<file path="config.mk">
export PLATFORM = sky130hd
export DESIGN_NAME = regfile_wb_arbiter_flat
export DESIGN_NICKNAME = d
export VERILOG_FILES = /design/src/rtl/regfile_wb_arbiter_if.sv /design/src/rtl/regfile_wb_arbiter.sv /design/src/flat_wrapper.sv
export SDC_FILE = /design/constraint.sdc
export NUM_CORES = 1
export LEC_CHECK = 0
export BUFFER_PORTS_ARGS = -buffer_cell sky130_fd_sc_hd__buf_2
export CELL_PAD_IN_SITES_DETAIL_PLACEMENT = 1
export CELL_PAD_IN_SITES_GLOBAL_PLACEMENT = 2
export CORE_ASPECT_RATIO = 1.25
export CORE_MARGIN = 2
export CORE_UTILIZATION = 29
export CTS_CLUSTER_SIZE = 30
export DETAILED_ROUTE_END_ITERATION = 10
export GPL_TIMING_DRIVEN = 0
export PLACE_DENSITY = 0.86
export SETUP_SLACK_MARGIN = 0.02
export SLEW_MARGIN = 40
export SYNTH_ARGS = -nofsm -noshare
export SYNTH_HDL_FRONTEND = slang
export SYNTH_SLANG_ARGS = --single-unit
</file>
<file path="constraint.sdc">
create_clock -name clk -period 6.2 [get_ports clk]
set_input_delay 0 -clock clk [delete_from_list [all_inputs] [get_ports clk]]
set_output_delay 0 -clock clk [all_outputs]
set_load 0.01 [all_outputs]
</file>
<file path="src/rtl/regfile_wb_arbiter_if.sv">
// Writeback bus between the requesters and the shared register-file write port.
// The master side presents requests; the slave side grants them and drives the write port.
interface regfile_wb_arbiter_if #(
    parameter int unsigned NUM_REQ = 3,
    parameter int unsigned XLEN    = 32
);
    logic [NUM_REQ-1:0]      req_valid;
    logic [NUM_REQ*5-1:0]    req_rd;
    logic [NUM_REQ*XLEN-1:0] req_data;
    logic [NUM_REQ-1:0]      req_ready;
    logic                    RegWrite;
    logic [4:0]              RD;
    logic [XLEN-1:0]         WriteData;

    modport master (
        output req_valid, req_rd, req_data,
        input  req_ready, RegWrite, RD, WriteData
    );

    modport slave (
        input  req_valid, req_rd, req_data,
        output req_ready, RegWrite, RD, WriteData
    );
endinterface

</file>
<file path="src/rtl/regfile_wb_arbiter.sv">
// Round-robin arbiter sharing one register-file write port among NUM_REQ writeback sources,
// with a registered write stage and a 32-entry pending-write scoreboard.
module regfile_wb_arbiter #(
    parameter int unsigned NUM_REQ = 3,
    parameter int unsigned XLEN    = 32
) (
    input  logic                clk,
    input  logic                rst,
    regfile_wb_arbiter_if.slave wb,
    input  logic                sb_set_valid,
    input  logic [4:0]          sb_set_rd,
    input  logic                sb_flush,
    input  logic [4:0]          rs1,
    input  logic [4:0]          rs2,
    output logic                rs1_busy,
    output logic                rs2_busy,
    output logic                sb_any_busy
);
    localparam int unsigned PtrW = $clog2(NUM_REQ);

    logic [PtrW-1:0]    ptr_q, ptr_d;
    logic [PtrW-1:0]    grant_idx, cand;
    logic               grant_any;
    logic [NUM_REQ-1:0] grant;

    logic [4:0]         rd_arr   [NUM_REQ];
    logic [XLEN-1:0]    data_arr [NUM_REQ];

    logic               regwrite_q;
    logic [4:0]         rd_q;
    logic [XLEN-1:0]    wdata_q;
    logic [31:0]        pending_q, pending_d;

    for (genvar g = 0; g < NUM_REQ; g++) begin : g_unpack
        assign rd_arr[g]   = wb.req_rd[5*g +: 5];
        assign data_arr[g] = wb.req_data[XLEN*g +: XLEN];
    end

    // Search upward from ptr, wrapping modulo NUM_REQ; first valid requester wins.
    always_comb begin
        grant     = '0;
        grant_any = 1'b0;
        grant_idx = '0;
        cand      = '0;
        for (int unsigned k = 0; k < NUM_REQ; k++) begin
            if (!grant_any) begin
                cand = PtrW'((32'(ptr_q) + k) % NUM_REQ);
                if (wb.req_valid[cand]) begin
                    grant_any = 1'b1;
                    grant_idx = cand;
                end
            end
        end
        if (grant_any) begin
            grant[grant_idx] = 1'b1;
        end
    end

    assign wb.req_ready = grant;

    always_comb begin
        ptr_d = ptr_q;
        if (grant_any) begin
            ptr_d = (grant_idx == PtrW'(NUM_REQ - 1)) ? '0 : grant_idx + 1'b1;
        end
    end

    // Clear on writeback, then set, then flush: set beats a same-register clear,
    // flush beats everything.
    always_comb begin
        pending_d = pending_q;
        if (regwrite_q) begin
            pending_d[rd_q] = 1'b0;
        end
        if (sb_set_valid && (sb_set_rd != 5'd0)) begin
            pending_d[sb_set_rd] = 1'b1;
        end
        if (sb_flush) begin
            pending_d = '0;
        end
        pending_d[0] = 1'b0;
    end

    always_ff @(posedge clk) begin
        if (rst) begin
            ptr_q      <= '0;
            regwrite_q <= 1'b0;
            rd_q       <= '0;
            wdata_q    <= '0;
            pending_q  <= '0;
        end else begin
            ptr_q     <= ptr_d;
            pending_q <= pending_d;
            if (grant_any) begin
                rd_q       <= rd_arr[grant_idx];
                wdata_q    <= data_arr[grant_idx];
                regwrite_q <= (rd_arr[grant_idx] != 5'd0);
            end else begin
                regwrite_q <= 1'b0;
            end
        end
    end

    assign wb.RegWrite  = regwrite_q;
    assign wb.RD        = rd_q;
    assign wb.WriteData = wdata_q;

    assign rs1_busy    = pending_q[rs1];
    assign rs2_busy    = pending_q[rs2];
    assign sb_any_busy = |pending_q;
endmodule

</file>
<file path="src/flat_wrapper.sv">
// flat-port wrapper written by rule: the top's interface ports become plain ports
module regfile_wb_arbiter_flat 
#(
    parameter int unsigned NUM_REQ = 3,
    parameter int unsigned XLEN    = 32
)
  (clk, rst, sb_set_valid, sb_set_rd, sb_flush, rs1, rs2, rs1_busy, rs2_busy, sb_any_busy, wb_req_valid, wb_req_rd, wb_req_data, wb_req_ready, wb_RegWrite, wb_RD, wb_WriteData);
  regfile_wb_arbiter_if #(.NUM_REQ(NUM_REQ), .XLEN(XLEN)) wb_i ();
  input  logic clk;
  input  logic rst;
  input  logic sb_set_valid;
  input  logic [4:0] sb_set_rd;
  input  logic sb_flush;
  input  logic [4:0] rs1;
  input  logic [4:0] rs2;
  output logic rs1_busy;
  output logic rs2_busy;
  output logic sb_any_busy;
  input wire logic [$bits(wb_i.req_valid)-1:0] wb_req_valid;
  input wire logic [$bits(wb_i.req_rd)-1:0] wb_req_rd;
  input wire logic [$bits(wb_i.req_data)-1:0] wb_req_data;
  output wire logic [$bits(wb_i.req_ready)-1:0] wb_req_ready;
  output wire logic [$bits(wb_i.RegWrite)-1:0] wb_RegWrite;
  output wire logic [$bits(wb_i.RD)-1:0] wb_RD;
  output wire logic [$bits(wb_i.WriteData)-1:0] wb_WriteData;
  assign wb_i.req_valid = wb_req_valid;
  assign wb_i.req_rd = wb_req_rd;
  assign wb_i.req_data = wb_req_data;
  assign wb_req_ready = wb_i.req_ready;
  assign wb_RegWrite = wb_i.RegWrite;
  assign wb_RD = wb_i.RD;
  assign wb_WriteData = wb_i.WriteData;
  regfile_wb_arbiter #(.NUM_REQ(NUM_REQ), .XLEN(XLEN)) u_core (.clk(clk), .rst(rst), .wb(wb_i), .sb_set_valid(sb_set_valid), .sb_set_rd(sb_set_rd), .sb_flush(sb_flush), .rs1(rs1), .rs2(rs2), .rs1_busy(rs1_busy), .rs2_busy(rs2_busy), .sb_any_busy(sb_any_busy));
endmodule
</file>
### Word-level counts from Yosys, hierarchy flattened

Cells that the tools add are included.

* add/subtract/negate cells: 3
* div/mod/pow operators: 3
* $lt $le $gt $ge: 12
* equal/unequal tests: 1
* muxes and demuxes: 36
* bitwise gates (word level): 5
* reduce and logical (&&, ||, !) cells: 9

Operators with widths (number)
* $mux W32: 4
* $bmux W32 S2: 1
* $mod A32 B2 Y32 const B: 2
* $and A32 B32 Y32: 1
* $mod A2 B2 Y32 const B: 1
* $not A32 Y32: 1
* $or A32 B32 Y32: 1
* $reduce_or A32 Y1: 1
* $lt A5 B6 Y1 const B: 4
* $mux W1: 13
* $lt A2 B3 Y1 const B: 4
* $mux W2: 6
* $bmux W1 S5: 2
* $bmux W5 S2: 1
* $demux W1 S5: 2
* $ge A5 B1 Y1 const B: 2
* $mux W5: 2
* $reduce_bool A5 Y1: 2
* $bmux W1 S2: 3
* $logic_and A1 B1 Y1: 4
* $reduce_or A2 Y1: 2
* $add A2 B1 Y3 const B: 1
* $add A2 B2 Y3 const B: 1
* $ge A3 B3 Y1 const B: 1
* 7 further kinds: 7

* bits in registers: 72
* output and inout port bits: 44

### Longest topological paths before layout

* word-level depth: 13
* gate-level depth with buffers: 11

### Worst setup path before layout

OpenSTA, ideal clock, no wires.

* kind: flip-flop to flip-flop
* start point: register u_core.ptr_q[0]
* end point: register u_core.rd_q[0], in the netlist u_core.wb.RD[0]
* library setup time: 0.134 ns
* arrival time: 1.912 ns
* required time: 6.066 ns
* setup slack: 4.154 ns
* stages on the path, launching flop included: 11
* buffers on the path: 3
* path through: dfxtp_1 -> inv_1 -> ha_1 -> buf_2 -> nor3b_1 -> a221oi_1 -> or3_1 -> buf_2 -> buf_2 -> o221ai_1 -> a21oi_1

* cells in the longest elaborated chain, start to end: 12
* elaborated cells between the ends (all ways): 25
* those cells by class: add/sub: 2; div: 3; mux: 19; bitwise: 1

Ends and longest elaborated chain
* start: declaration: RTL line regfile_wb_arbiter.sv:21 `logic [PtrW-1:0] ptr_q, ptr_d;`
* start signal: assignment: RTL line regfile_wb_arbiter.sv:92 `ptr_q <= ptr_d;`
* $add A2 B1 Y3 or $mod A2 B2 Y32 (tied branches): RTL line regfile_wb_arbiter.sv:47 `cand = PtrW'((32'(ptr_q) + k) % NUM_REQ);`
* $mod A32 B2 Y32 or $bmux W1 S2 (tied branches): RTL line regfile_wb_arbiter.sv:47, regfile_wb_arbiter.sv:48
* $bmux W1 S2 or $mux W1 (tied branches): RTL line regfile_wb_arbiter.sv:48 `if (wb.req_valid[cand]) begin`
* $mux W1 (implied by the code) or $mux W2 (tied branches): RTL line regfile_wb_arbiter.sv:48
* $mux W2: RTL line regfile_wb_arbiter.sv:48
* $mux W2: RTL line regfile_wb_arbiter.sv:46 `if (!grant_any) begin`
* $mux W2: RTL line regfile_wb_arbiter.sv:48
* $mux W2: RTL line regfile_wb_arbiter.sv:46
* $not A2 Y3 (implied by the code): RTL line regfile_wb_arbiter.sv:95 `rd_q <= rd_arr[grant_idx];`
* $bmux W5 S2: RTL line regfile_wb_arbiter.sv:95
* $mux W5 (implied by the code) (2 in series): RTL line regfile_wb_arbiter.sv:95
* end signal: assignment: RTL line regfile_wb_arbiter.sv:95
* end: declaration: RTL line regfile_wb_arbiter.sv:30 `logic [4:0] rd_q;`

Parallel ways exist; a longest one is shown, timed or not. The select of a mux whose other input is x is not followed.
A chain may end at the register's enable or synchronous reset.

### Final worst setup path

* start point: register u_core.ptr_q[0]
* end point: output wb_req_ready[0]

* cells in the longest elaborated chain, start to end: 13
* elaborated cells between the ends (all ways): 27
* those cells by class: add/sub: 2; div: 3; order compare: 2; mux: 19; reduce/logical: 1

Ends and longest elaborated chain
* $add A2 B1 Y3 or $mod A2 B2 Y32 (tied branches): RTL line regfile_wb_arbiter.sv:47
* $mod A32 B2 Y32 or $bmux W1 S2 (tied branches): RTL line regfile_wb_arbiter.sv:47, regfile_wb_arbiter.sv:48
* $bmux W1 S2 or $mux W1 (tied branches): RTL line regfile_wb_arbiter.sv:48
* $mux W1 (implied by the code) or $mux W2 (tied branches): RTL line regfile_wb_arbiter.sv:48
* $mux W2: RTL line regfile_wb_arbiter.sv:48
* $mux W2: RTL line regfile_wb_arbiter.sv:46
* $mux W2: RTL line regfile_wb_arbiter.sv:48
* $mux W2: RTL line regfile_wb_arbiter.sv:46
* $lt A2 B3 Y1 (implied by the code) or $ge A2 B1 Y1 (tied branches): RTL line regfile_wb_arbiter.sv:55 `grant[grant_idx] = 1'b1;`
* $logic_and A1 B1 Y1 (implied by the code): RTL line regfile_wb_arbiter.sv:55
* $mux W1 (implied by the code): RTL line regfile_wb_arbiter.sv:55
* $demux W1 S2
* $mux W3 *: RTL line regfile_wb_arbiter.sv:54 `if (grant_any) begin`
* end: declaration: RTL line flat_wrapper.sv:22 `output wire logic [$bits(wb_i.req_ready)-1:0] wb_req_ready;`

Every way passes the cells marked *; elsewhere a longest branch is shown, timed or not. The select of a mux whose other input is x is not followed.

==> qor.txt <==
Crit share post-route -> 0.453
Placed Area -> 5320 um2
Worst Path Max Fanout -> 10
TritonCTS clock tree -> yes
Initial antenna violation count -> 1
Worst-path clk slew -> 60 ps
Synth cell types -> 48
Critical path class -> reg -> out
Vias in the first global route -> 5,326
Final Critical Period -> 2810 ps
Starting Density -> 0.295
Most frequent cells in the layout -> buf_2, o21ai_0, dfxtp_1
Slowest stage delay, CP -> 440 ps
Commonest non-fill, non-tap cell in the layout -> buf_2
Post-synth top flop -> dfxtp_1
Routed vias -> 4,952
Peak VDD IR -> 0.000142 V
Std-Cell Rows -> 49
DR pass1 iterations -> 5
Drt initial violations -> 194
Post-route DRC -> 0
Quantity of gates resized following cts -> 0
Syn Nets -> 657
GRT Total Usage -> 0.224
Clock sinks -> 71
Synth warnings -> 0
Core ar. -> 14,300 um2
Setup bufs post-CTS -> 0
Leak Pwr -> 2.43 nW
Area contributors post-synth -> dfxtp_1, mux4_2, o21ai_0, a22o_1, a31oi_1
Wire per inst -> 20.0 um
Mapped Cells -> 521
Pwr dens -> 421 nW/um2
Die area -> 15,600 um2
Total placed cells including tap cells -> 870
Main combinational cell family by area after synthesis -> compound AO/OA/AOI/OAI gates
Setup TNS -> 0 ps
Setup Skew -> 7.50 ps
Simple-Gate Fraction of Synth Area -> 0.194
Slowest CP cell -> clkbuf_1
Slew Viols, Final -> 0
Final Cell Area -> 5650 um2
Worst skew pair latency -> 340 ps
Post-synth top area cell -> dfxtp_1
Max Root-Sink Buffers -> 2
H-tree Lvls -> 3
Worst hold-check path type -> in -> reg
Synth Area in Adders -> 0.00886
First-pass GRT wire length -> 27,800 um
CP Cell Sequence -> inv_1 -> ha_1 -> buf_2 -> and3b_1 -> o21ai_2 -> clkbuf_1 -> nand3_1 -> nor2b_1 -> buf_2
Final hold vios -> 0
Post-DP HPWL -> 13,900 um
Crit-path leading delay family -> buffers and inverters
CTS Buf Count -> 9
Dpl ws -> 3600 ps
# IOs -> 177
Peak Freq -> 0.356 GHz
Layout cells sized above 1 -> 0.340
Actual slew at the worst max-slew pin -> 688 ps
Compound-cell area share of the yosys netlist -> 0.295
Post-synth EDFFs -> 0
Final antenna-violating net count -> 0
XOR/XNOR Fraction of Synth Area -> 0
Synth-to-layout area growth -> 33.4%
Final setup fails -> 0
CP most frequent cell -> buf_2
Power, Total -> 0.00238 W
CTS Root Cell -> clkbuf_16
Mux share of post-synthesis cell area -> 0.109
Final worst-path setup slack -> 3390 ps
Hold Buf Count CTS -> 0
Largest net degree at the start of global routing -> 13
Avg Vias per Cell -> 5.58
Die W -> 112 um
Gr ovfl total -> 0
Layout Nets -> 839
Unrepaired setup endpoints after global routing -> false
Syn_area_per_cell -> 8.13 um2
Data required time of the critical path -> 6200 ps
GPL Wtd Cong -> 0.832
Non-filler cells, final -> 887
Port Buffer Count -> 171
Buf+Inv Stages, Crit Path -> 4
Yosys top cell area share -> 0.336
Post-synth ARST share -> 0
CP arrival -> 2810 ps
Status -> completed
FF+latch count, synth -> 71
Fill cells -> 1,845
Die H -> 139 um
Area of the mapped netlist -> 4240 um2
CP Capture Type -> output pin
Routed wire length -> 17,700 um
Seq/Total Area, Yosys -> 0.336
Slew headroom -> 0.539
Worst Setup Start Kind -> register
Reg-to-reg slack, setup -> 3580 ps
Maxcap violations -> 0
## through the flow
step / utilization / hold slack, ps
2_1_floorplan: - / 158
3_3_place_gp: 0.370 / 324
3_5_place_dp: 0.371 / 336
4_1_cts: 0.393 / 40.8
5_1_grt: 0.394 / 72.2
6_report: 0.394 / 44.4
## power breakdown
| part | switching [W] | leakage, nW | internal, W |
|---|---|---|---|
| Combinational | 0.000680 | 1.69 | 0.000440 |
| Clock | 0.000210 | 0.156 | 0.000363 |
| Sequential | 0.0000939 | 0.582 | 0.000592 |
| Total | 0.000984 | 2.43 | 0.00140 |
## Yosys cell counts, drive strengths merged, types with 2 or more instances
cell	count
o21ai	72
dfxtp	71
nand2	51
nor2	44
a21oi	39
nand3	37
a22o	35
a31oi	34
buf	24
clkbuf	22
mux4	18
nor4	7
inv	6
nand3b	6
nor3b	5
o22ai	5
a21boi	4
mux2	4
o221ai	4
and3b	3
ha	3
nor2b	3
or3b	3
and3	2
nand2b	2
nor3	2
or3	2
## kinds of logic (layout without fill, tap and decap cells)
kind of cell | Yosys count | in the layout
buf+inv | 52 | 239
compound gates | 201 | 201
fa+ha+maj | 3 | 3
flops | 71 | 71
mux | 23 | 23
simple gates | 171 | 171
other cells | 0 | 1
## final timing paths
kind                                              from                                   end  cells after the start
setup reg to reg          u_core.ptr_q[0]$_SDFFE_PP0N_          u_core.wb.RD[0]$_SDFFE_PP0N_                      9
hold reg to reg   u_core.wb.WriteData[20]$_SDFFE_PP0N_  u_core.wb.WriteData[20]$_SDFFE_PP0N_                      1
hold / removal                         wb_req_data[78]  u_core.wb.WriteData[14]$_SDFFE_PP0N_                      4
setup / recovery          u_core.ptr_q[0]$_SDFFE_PP0N_                       wb_req_ready[0]                      9
## sequential cells by signal, summed over array words and instances (netlist names)
register / count
u_core.pending_q: 31
u_core.ptr_q: 2
u_core.wb.RD: 5
u_core.wb.RegWrite: 1
u_core.wb.WriteData: 32
## metal layers
metal | vias up | global-route usage | wire length, um
li1 | 2321 | - | -
met1 | 2400 | 0.243 | 6850
met3 | 33 | 0.0542 | 1250
met4 | 0 | 0.0924 | 465
met2 | 198 | 0.414 | 9180
met5 | - | 0 | 0
## worst register-to-register path, cell delays in order (launching register included)
cell and delay [ps]:
dfxtp_1 390, inv_1 60, ha_1 400, nor3b_1 180, a221oi_1 230, or3_1 170
clkbuf_1 480, o21ai_0 250, o221ai_1 220, a21oi_1 100
## area by class of cell
type,instances,area (um2),share of cell area
multi-input cells,398,2580,0.456
flip-flops and latches,71,1420,0.252
repair buffers,171,856,0.152
clock buffers,11,243,0.0430
plain buffers,46,223,0.0394
well taps,178,223,0.0394
clock inverters,5,81.3,0.0144
inverters,6,22.5,0.00399
diodes,1,2.50,0.000443
Note: power is estimated with default switching activity, not from simulation.
